--- src/rtl/usb_tx_pkg.sv ---
// Shared encodings and constants for the full-speed USB low-level transmitter.
// Line states are packed as {dp, dn}.
package usb_tx_pkg;

  typedef enum logic [2:0] {
    IDLE,
    SYNC,
    DATA,
    EOP_SE0,
    EOP_J
  } state_t;

  typedef logic [1:0] line_t;

  localparam line_t LINE_J   = 2'b10;
  localparam line_t LINE_K   = 2'b01;
  localparam line_t LINE_SE0 = 2'b00;

  localparam logic [7:0] SYNC_PATTERN = 8'h80;
  localparam int         STUFF_LIMIT  = 6;
  localparam int         EOP_SE0_BITS = 2;

  function automatic line_t nrzi_toggle(input line_t level);
    return (level == LINE_J) ? LINE_K : LINE_J;
  endfunction

endpackage

--- src/rtl/usb_tx_nrzi_stuff.sv ---
// Bit stuffer and NRZI encoder: turns one bit per strobe into a J/K line state.
// line_next is the state the line takes at this strobe; stall marks a stuffed slot.
module usb_tx_nrzi_stuff
  import usb_tx_pkg::*;
(
  input  logic  clk,
  input  logic  rst,
  input  logic  stb,
  input  logic  bit_in,
  input  logic  clear,
  output line_t line_next,
  output logic  stall
);

  line_t      level;
  logic [2:0] ones;
  logic       toggle;

  // Six ones in a row force a 0 into the next slot; the input bit waits.
  assign stall  = (ones == 3'(STUFF_LIMIT));
  assign toggle = stall || !bit_in;

  always_comb begin
    line_next = level;
    if (toggle) line_next = nrzi_toggle(level);
  end

  always_ff @(posedge clk or posedge rst) begin
    if (rst) begin
      level <= LINE_J;
      ones  <= '0;
    end else if (clear) begin
      level <= LINE_J;
      ones  <= '0;
    end else if (stb) begin
      level <= line_next;
      if (toggle) ones <= '0;
      else        ones <= ones + 3'd1;
    end
  end

endmodule

--- src/rtl/usb_tx_ll.sv ---
// Full-speed USB low-level transmitter: byte stream in, SYNC/data/stuffing/NRZI/EOP out.
// State names the next wire slot to be emitted at the coming bit strobe.
//
//   state   | meaning
//   IDLE    | line released (J, tx_en=0), waiting for in_valid
//   SYNC    | emitting the 8 SYNC bits
//   DATA    | emitting shift-register bits and stuff bits, reloading per byte
//   EOP_SE0 | pending stuff bit (normal end only), then SE0 slots
//   EOP_J   | J slot, then release the line on the following strobe
module usb_tx_ll
  import usb_tx_pkg::*;
#(
  parameter int BIT_DIV = 4
) (
  input  logic       clk,
  input  logic       rst,
  input  logic [7:0] in_data,
  input  logic       in_valid,
  input  logic       in_last,
  output logic       in_ready,
  output logic       tx_dp,
  output logic       tx_dn,
  output logic       tx_en,
  output logic       busy,
  output logic       underrun
);

  localparam int TW = $clog2(BIT_DIV);

  state_t         state;
  logic [TW-1:0]  timer;
  logic [2:0]     bit_cnt;
  logic [7:0]     shreg;
  logic           last;
  logic           abort;
  logic [1:0]     eop_cnt;

  logic  strobe;
  logic  nrzi_bit;
  logic  nrzi_stb;
  logic  nrzi_clear;
  logic  stall;
  line_t line_next;

  assign strobe   = (state != IDLE) && (timer == '0);
  assign nrzi_bit = (state == SYNC) ? SYNC_PATTERN[bit_cnt] : shreg[0];

  // An abandoned packet goes straight to SE0 even if a stuff bit was due.
  assign nrzi_stb = strobe && ((state == SYNC) || (state == DATA) ||
                               ((state == EOP_SE0) && stall && !abort));
  assign nrzi_clear = strobe && (state == EOP_J) && (eop_cnt != '0);

  usb_tx_nrzi_stuff u_nrzi_stuff (
    .clk       (clk),
    .rst       (rst),
    .stb       (nrzi_stb),
    .bit_in    (nrzi_bit),
    .clear     (nrzi_clear),
    .line_next (line_next),
    .stall     (stall)
  );

  always_ff @(posedge clk or posedge rst) begin
    if (rst) begin
      state    <= IDLE;
      timer    <= '0;
      bit_cnt  <= '0;
      shreg    <= '0;
      last     <= 1'b0;
      abort    <= 1'b0;
      eop_cnt  <= '0;
      tx_dp    <= 1'b1;
      tx_dn    <= 1'b0;
      tx_en    <= 1'b0;
      busy     <= 1'b0;
      in_ready <= 1'b0;
      underrun <= 1'b0;
    end else begin
      in_ready <= 1'b0;
      underrun <= 1'b0;

      if (state == IDLE)                     timer <= '0;
      else if (timer == TW'(BIT_DIV - 1))    timer <= '0;
      else                                   timer <= timer + TW'(1);

      case (state)
        IDLE: begin
          if (in_valid) begin
            in_ready <= 1'b1;
            shreg    <= in_data;
            last     <= in_last;
            bit_cnt  <= '0;
            abort    <= 1'b0;
            eop_cnt  <= '0;
            state    <= SYNC;
          end
        end

        SYNC: begin
          if (strobe) begin
            {tx_dp, tx_dn} <= line_next;
            tx_en          <= 1'b1;
            busy           <= 1'b1;
            bit_cnt        <= bit_cnt + 3'd1;
            if (bit_cnt == 3'd7) state <= DATA;
          end
        end

        DATA: begin
          if (strobe) begin
            {tx_dp, tx_dn} <= line_next;
            if (!stall) begin
              shreg   <= {1'b0, shreg[7:1]};
              bit_cnt <= bit_cnt + 3'd1;
              if (bit_cnt == 3'd7) begin
                // Reload decision is taken while bit 7 goes out, so bytes abut.
                if (last) begin
                  state <= EOP_SE0;
                end else if (in_valid) begin
                  in_ready <= 1'b1;
                  shreg    <= in_data;
                  last     <= in_last;
                end else begin
                  underrun <= 1'b1;
                  abort    <= 1'b1;
                  state    <= EOP_SE0;
                end
              end
            end
          end
        end

        EOP_SE0: begin
          if (strobe) begin
            if (stall && !abort) begin
              {tx_dp, tx_dn} <= line_next;
            end else begin
              {tx_dp, tx_dn} <= LINE_SE0;
              if (eop_cnt == 2'(EOP_SE0_BITS - 1)) begin
                eop_cnt <= '0;
                state   <= EOP_J;
              end else begin
                eop_cnt <= eop_cnt + 2'd1;
              end
            end
          end
        end

        EOP_J: begin
          if (strobe) begin
            if (eop_cnt == '0) begin
              {tx_dp, tx_dn} <= LINE_J;
              eop_cnt        <= 2'd1;
            end else begin
              tx_en   <= 1'b0;
              busy    <= 1'b0;
              eop_cnt <= '0;
              timer   <= '0;
              state   <= IDLE;
            end
          end
        end

        default: state <= IDLE;
      endcase
    end
  end

endmodule

--- config.mk ---
export PLATFORM = sky130hd
export DESIGN_NAME = usb_tx_ll
export DESIGN_NICKNAME = d
export VERILOG_FILES = /design/src/rtl/usb_tx_pkg.sv /design/src/rtl/usb_tx_nrzi_stuff.sv /design/src/rtl/usb_tx_ll.sv
export SDC_FILE = /design/constraint.sdc
export NUM_CORES = 1
export LEC_CHECK = 0
export CAP_MARGIN = 40
export CORE_MARGIN = 3
export CORE_UTILIZATION = 60
export DETAILED_ROUTE_END_ITERATION = 10
export PLACE_DENSITY = 0.92
export SYNTH_ARGS = -nofsm -noshare
export SYNTH_HDL_FRONTEND = slang
export SYNTH_SLANG_ARGS = --single-unit
--- constraint.sdc ---
create_clock -name clk -period 3.05 [get_ports clk]
set_input_delay 0.4575 -clock clk [delete_from_list [all_inputs] [get_ports clk]]
set_output_delay 0.4575 -clock clk [all_outputs]
set_load 0.1 [all_outputs]
==> impl_metrics.py, run 1 <==
metrics = {
    "synth": {
        "synth_seq_cells": 30,
        "syn_area_um2": 1720,
        "synthTopCellsByArea": "dfrtp_1 (41%), mux2_2 (7.2%), mux2_1 (4.6%), ha_1 (4.4%), dfstp_2 (3.1%)",
        "synth-edff-count": 0,
        "syn-num-nets": 186,
        "ys_async_sr_fraction_pct": 100,
        "synth_cell_types": 50,
        "ys_top_cells_by_count": "dfrtp_1 (28), inv_1 (12), mux2_2 (11), nand2_1 (11), nor2_1 (9)",
        "syn-instance-count": 168,
        "synth_most_common_cell": "dfrtp_1",
        "synth_top_area_share_pct": 40.7,
        "yosysWarnings": 0,
        "synth_area_per_cell_um2": 10.2,
        "synth_flop_cell": "dfrtp_1",
        "synth_area_leader_cell": "dfrtp_1",
        "yosysSeqAreaShare_pct": 43.8,
    },
    "die": {
        "core_um2": 2590,
        "io_pins": 18,
        "die_y_um": 59.5,
        "initial_utilization_pct": 66.4,
        "fp.dieW_um": 59.5,
        "num_rows": 18,
        "die_area_um2": 3550,
    },
    "setup_path": {
        "critPathMaxStageDelay_ns": 0.41,
        "critPathSlowestCell": "dfrtp_1",
        "cp_max_fo": 12,
        "cp_cell_sequence": "inv_1 > ha_1 > nor2b_1 > o211ai_1 > nand3b_1 > o211a_1",
        "critPathRequiredTime_ns": 3.32,
        "arrival_ns": 2.49,
        "end_kind": "register",
        "criticalPathCategory": "register to register",
        "worst_r2r_path_depth": 6,
        "start_kind": "register",
    },
    "job": {
        "drv_cap": 0,
    },
    "place": {
        "dpl_cell_area_um2": 1870,
        "place_ws_ns": 0.685,
        "dp.final_hpwl_um": 2520,
        "place_congestion": 0.845,
        "io_buffers": 17,
    },
    "drt": {
        "vias": 1324,
        "avgRoutedWirePerCell_um": 16.2,
        "drc": 0,
        "detailedRoute.firstIterationViolations": 81,
        "wl_um": 3480,
        "wl_met1_um": 1430,
        "routed-wl-met2_um": 1770,
        "wl_met3_um": 183,
        "ant_nets": 0,
        "via_per_inst": 6.16,
        "firstDrtPassIters": 4,
        "top_signal_layer_used": "met4",
    },
    "clock_network": {
        "hold_buffers": 0,
        "cts_made_buffers": 5,
        "cts_setup_buffers": 0,
        "ctsResizeCount": 0,
        "htreeDepth": 2,
        "clkTransAtPathRegs_ns": 0.09,
        "clockBufferDepth": 2,
        "clk_latency_ns": 0.34,
        "cts_sinks": 30,
        "cts_root_buf": "clkbuf_4",
        "cts_tree": "built",
    },
    "power_and_ir_drop": {
        "switching_share_pct": 40.6,
        "internal_power_mw": 1.04,
        "clock_power_share_pct": 16.7,
        "peakVddDrop_uv": 728,
        "p_sw_mw": 0.708,
        "pwr-share-seq_pct": 40.2,
        "powerDensity_nw_per_um2": 893,
        "power_mw": 1.74,
        "p_leak_nw": 0.864,
        "p_comb_share_pct": 43.0,
    },
    "finish": {
        "n_antenna_cell": 0,
        "design_area_um2": 1950,
        "nets": 202,
        "layout-drive-gt1-share_pct": 17.8,
        "area_growth_pct": 13.5,
    },
    "worst_hold_path": {
        "hold_class": "register to register",
        "holdPathStages": 1,
    },
    "sta": {
        "fmax_mhz": 451,
        "rsz0062_at_grt": "false",
        "drv_slew": 0,
        "fin_crit_sh_pct": 72.7,
        "fin_tns_setup_ns": 0,
        "worst_slack_ns": 0.832,
        "period_minus_slack_ns": 2.22,
        "fin_skew_ns": 0.00533,
        "finalSetupViolations": 0,
        "tightestPinTransition_ns": 0.699,
        "slew_headroom_pct": 53.2,
        "finalHoldViolations": 0,
    },
    "global_route": {
        "grt_pass1_vias": 1349,
        "grt_max_degree": 31,
        "grt_antenna_before_repair": 0,
        "grt_overflow": 0,
        "grt_use_total_pct": 24.0,
        "grt_pass1_wl_um": 6230,
    },
    "outcome": {
        "status": "completed",
    },
}
-- power groups by stage --
| stage | clock, mW | sequential (mW) | combinational, mW |
|---|---|---|---|
| 6_report | 0.292 | 0.701 | 0.750 |
| 5_1_grt | 0.317 | 0.727 | 0.835 |
| 4_1_cts | 0.299 | 0.701 | 0.752 |
| 3_5_place_dp | 0 | 0.708 | 0.745 |
| 3_3_place_gp | 0 | 0.691 | 0.697 |
| 2_1_floorplan | 0 | 0.751 | 0.527 |
-- final timing paths --
kind	start	end	slack, ns
max	timer[0]$_DFF_PP0_	u_nrzi_stuff.level[1]$_DFFE_PP1P_	0.83
min	timer[0]$_DFF_PP0_	timer[0]$_DFF_PP0_	0.48
max reg2reg	timer[0]$_DFF_PP0_	u_nrzi_stuff.level[1]$_DFFE_PP1P_	0.83
min reg2reg	timer[0]$_DFF_PP0_	timer[0]$_DFF_PP0_	0.48
max in group asynchronous	rst	tx_dp$_DFFE_PP1P_	2.24
min in group asynchronous	rst	shreg[1]$_DFFE_PP0P_	0.50
-- cell families (layout without fill, tap and decap cells) --
logic type,count (synthesis),after routing,synth area share [%]
simple gates,53,53,17.2
compound gates,35,35,14.7
flops,30,30,43.8
xor+xnor,1,1,0.509
mux,22,22,14.1
buf+inv,21,38,5.38
fa+ha+maj,6,6,4.36
-- per-layer routing --
metal / up-vias / global-route usage, %
met5: - / 0
met4: 0 / 11.7
met3: 14 / 7.41
met2: 40 / 38.8
met1: 633 / 28.9
li1: 637 / -
-- sequential cells by signal, summed over array words and instances, names as in the netlist, 2 cells and up --
register and cells:
state 3, timer 2, eop_cnt 2, shreg 8, u_nrzi_stuff.level 2, u_nrzi_stuff.ones 3, bit_cnt 3
-- worst max-delay path, delay by kind of cell, from the launching register on --
kind / cells / cell delay, ns
DFF: 1 / 0.41
buffers and inverters: 1 / 0.06
AOI/OAI and AO/OA: 2 / 0.61
and+or+nand+nor: 2 / 0.69
adders and majority gates: 1 / 0.39
-- layout make-up --
type / count / area, um^2
clock buffer: 8 / 78.8
fill: 181 / 638
inverter: 12 / 45.0
multi-input combinational: 117 / 875
sequential: 30 / 753
tap: 30 / 37.5
timing repair buffer: 18 / 163
-- cell usage in the layout (no fill, tap or decap), types with 2 or more instances in the layout --
cell type	instances
a21oi_1	8
and3_1	2
and3b_1	2
buf_4	7
clkbuf_4	5
clkbuf_8	3
clkdlybuf4s50_1	11
dfrtp_1	28
dfstp_2	2
ha_1	6
inv_1	12
mux2_1	7
mux2_2	11
mux2i_1	4
nand2_1	11
nand3_1	7
nand3b_1	3
nor2_1	9
nor2b_1	2
nor3_1	4
nor3b_1	2
o211ai_1	2
o21a_1	4
o21ai_0	6
o31ai_1	2
or3_1	2
-- per-stage QoR --
step	util [%]	cells	hold slack [ns]
global placement	72.3	207	0.451
global route	75.4	215	0.503
CTS	75.4	215	0.477
floorplan	-	168	0.437
detailed placement	72.3	207	0.462
finish	75.4	215	0.479
Power figures use the tool's default switching activity.
==> run 2, diff against run 1 <==
--- a/config.mk
+++ b/config.mk
@@ -7,9 +7,9 @@
 export LEC_CHECK = 0
 export CAP_MARGIN = 40
 export CORE_MARGIN = 3
-export CORE_UTILIZATION = 60
+export CORE_UTILIZATION = 50
 export DETAILED_ROUTE_END_ITERATION = 10
-export PLACE_DENSITY = 0.92
+export PLACE_DENSITY = 0.83
 export SYNTH_ARGS = -nofsm -noshare
 export SYNTH_HDL_FRONTEND = slang
 export SYNTH_SLANG_ARGS = --single-unit
==> constraint.sdc (replaced) <==
create_clock -name clk -period 1.89 [get_ports clk]
set_input_delay 0.2835 -clock clk [delete_from_list [all_inputs] [get_ports clk]]
set_output_delay 0.2835 -clock clk [all_outputs]
set_load 0.1 [all_outputs]
==> impl_metrics.py, run 2 (synthesis results as in run 1) <==
metrics = {
    "outcome": {
        "status": "completed",
    },
    "clock_network": {
        "cts_tree": "built",
        "clk_latency_ns": 0.32,
        "htreeDepth": 2,
        "clkTransAtPathRegs_ns": 0.09,
        "cts_sinks": 30,
        "cts_root_buf": "clkbuf_4",
        "cts_made_buffers": 5,
        "clockBufferDepth": 2,
    },
    "setup_path": {
        "critPathRequiredTime_ns": 2.10,
        "arrival_ns": 2.04,
        "reg2reg_slack_ns": 0.06,
        "criticalPathCategory": "register to register",
        "r2r-end": "shreg[3]$_DFFE_PP0P_",
        "start_kind": "register",
        "end_kind": "register",
        "reg2reg_from": "state[0]$_DFFE_PP0P_",
        "worst_r2r_path_depth": 4,
        "cp_max_fo": 8,
    },
    "sta": {
        "fin_tns_setup_ns": 0,
        "tightestPinTransition_ns": 0.460,
        "slew_headroom_pct": 69.2,
        "worst_slack_ns": 0.0604,
        "finalHoldViolations": 0,
        "rsz0062_at_grt": "true",
        "fmax_mhz": 547,
        "fin_skew_ns": 0.00624,
        "drv_slew": 0,
        "finalSetupViolations": 0,
        "hold_slack_ns": 0.338,
        "period_minus_slack_ns": 1.83,
        "fin_crit_sh_pct": 96.8,
    },
    "global_route": {
        "grt_pass1_vias": 1421,
        "grt_antenna_before_repair": 0,
        "grt_overflow": 0,
        "grt_pass1_wl_um": 6400,
        "grt_max_degree": 31,
        "grt_use_total_pct": 19.7,
    },
    "finish": {
        "mostFrequentLayoutCells": "dfrtp_1 (26), buf_4 (26), inv_1 (12)",
        "regMostFlops": "shreg",
        "area_growth_pct": 24.5,
        "layout-drive-gt1-share_pct": 28.8,
        "stdcell_count": 249,
        "largest_reg_flops": 8,
        "n_antenna_cell": 0,
        "nets": 222,
        "fillers": 253,
        "finish.utilization_pct": 67.4,
        "design_area_um2": 2140,
    },
    "power_and_ir_drop": {
        "pwr-share-seq_pct": 37.0,
        "powerDensity_nw_per_um2": 1390,
        "power_mw": 2.97,
        "p_comb_share_pct": 49.8,
        "p_leak_nw": 0.960,
        "peakVddDrop_uv": 987,
        "p_sw_mw": 1.17,
        "internal_power_mw": 1.79,
        "clock_power_share_pct": 13.2,
        "switching_share_pct": 39.6,
    },
    "drt": {
        "vias": 1367,
        "wl_um": 3480,
        "firstDrtPassIters": 4,
        "via_per_inst": 5.49,
        "detailedRoute.firstIterationViolations": 81,
        "drc": 0,
        "avgRoutedWirePerCell_um": 14.0,
        "ant_nets": 0,
    },
    "die": {
        "io_pins": 18,
        "num_rows": 20,
        "fp.dieW_um": 64.7,
        "die_area_um2": 4180,
        "initial_utilization_pct": 54.1,
        "core_um2": 3180,
        "die_y_um": 64.7,
    },
    "place": {
        "placed_cells": 238,
        "dp.final_hpwl_um": 2670,
        "place_congestion": 0.838,
        "place_ws_ns": -0.134,
        "io_buffers": 17,
        "dpl_cell_area_um2": 2030,
    },
    "job": {
        "drv_cap": 0,
    },
    "worst_hold_path": {
        "hold_class": "primary input to asynchronous set/reset pin",
    },
}
## run 2: changes by cell type in the layout (fill, tap and decap cells not counted), moves of 2 or more
cell / change
dfrtp_2: +2
clkbuf_8: -2
buf_4: +19
dfrtp_1: -2
## run 2: worst max-delay path by stage
| stage | from | end | slack [ns] | depth (start not counted) |
|---|---|---|---|---|
| after floorplan | u_nrzi_stuff.ones[0]$_DFFE_PP0P_ | bit_cnt[0]$_DFFE_PP0P_ | 0.09 | 6 |
| after global placement | in_valid | shreg[0]$_DFFE_PP0P_ | -0.01 | 5 |
| after detailed placement | in_valid | shreg[3]$_DFFE_PP0P_ | -0.13 | 5 |
| after CTS | bit_cnt[0]$_DFFE_PP0P_ | shreg[3]$_DFFE_PP0P_ | 0.01 | 6 |
| after global routing | timer[0]$_DFF_PP0_ | bit_cnt[0]$_DFFE_PP0P_ | -0.01 | 6 |
| final | state[0]$_DFFE_PP0P_ | shreg[3]$_DFFE_PP0P_ | 0.06 | 4 |
## run 2: layer usage
layer | wire length [um] | global-route usage, % | vias to the layer above
met3 | 158 | 5.55 | 4
li1 | - | - | 674
met2 | 1760 | 34.1 | 33
met5 | 0 | 0 | -
met4 | 37 | 5.54 | 0
met1 | 1520 | 23.8 | 656
## run 2: power by group through the flow
stage               registers [mW]  clock network [mW]  logic [mW]
floorplan                     1.21                   0       0.851
global placement              1.08                   0        1.34
detailed placement            1.11                   0        1.40
CTS                           1.10               0.403        1.41
global route                  1.14               0.459        1.65
finish                        1.10               0.391        1.48
## run 2: area by class of cell
type | instances | area (um^2) | area share [%]
tap | 44 | 55.1 | 2.57
sequential | 30 | 756 | 35.3
inverter | 12 | 45.0 | 2.10
timing repair buffer | 38 | 325 | 15.2
clock buffer | 7 | 55.1 | 2.57
multi-input combinational | 117 | 901 | 42.1
clock inverter | 1 | 5.00 | 0.234
## run 2: timing repair
action	4_1_cts	5_1_grt
endpoints found under the setup margin	1	15
buffers inserted	0	3
gates cloned	0	0
gates resized for setup	1	10
hold buffers	0	0
pin swaps	1	2
## run 2: worst max-delay path, stage by stage (launching register included)
cell	delay, ns
dfrtp_1	0.45
or3b_4	0.44
o21bai_4	0.24
mux2_4	0.32
mux2_2	0.27
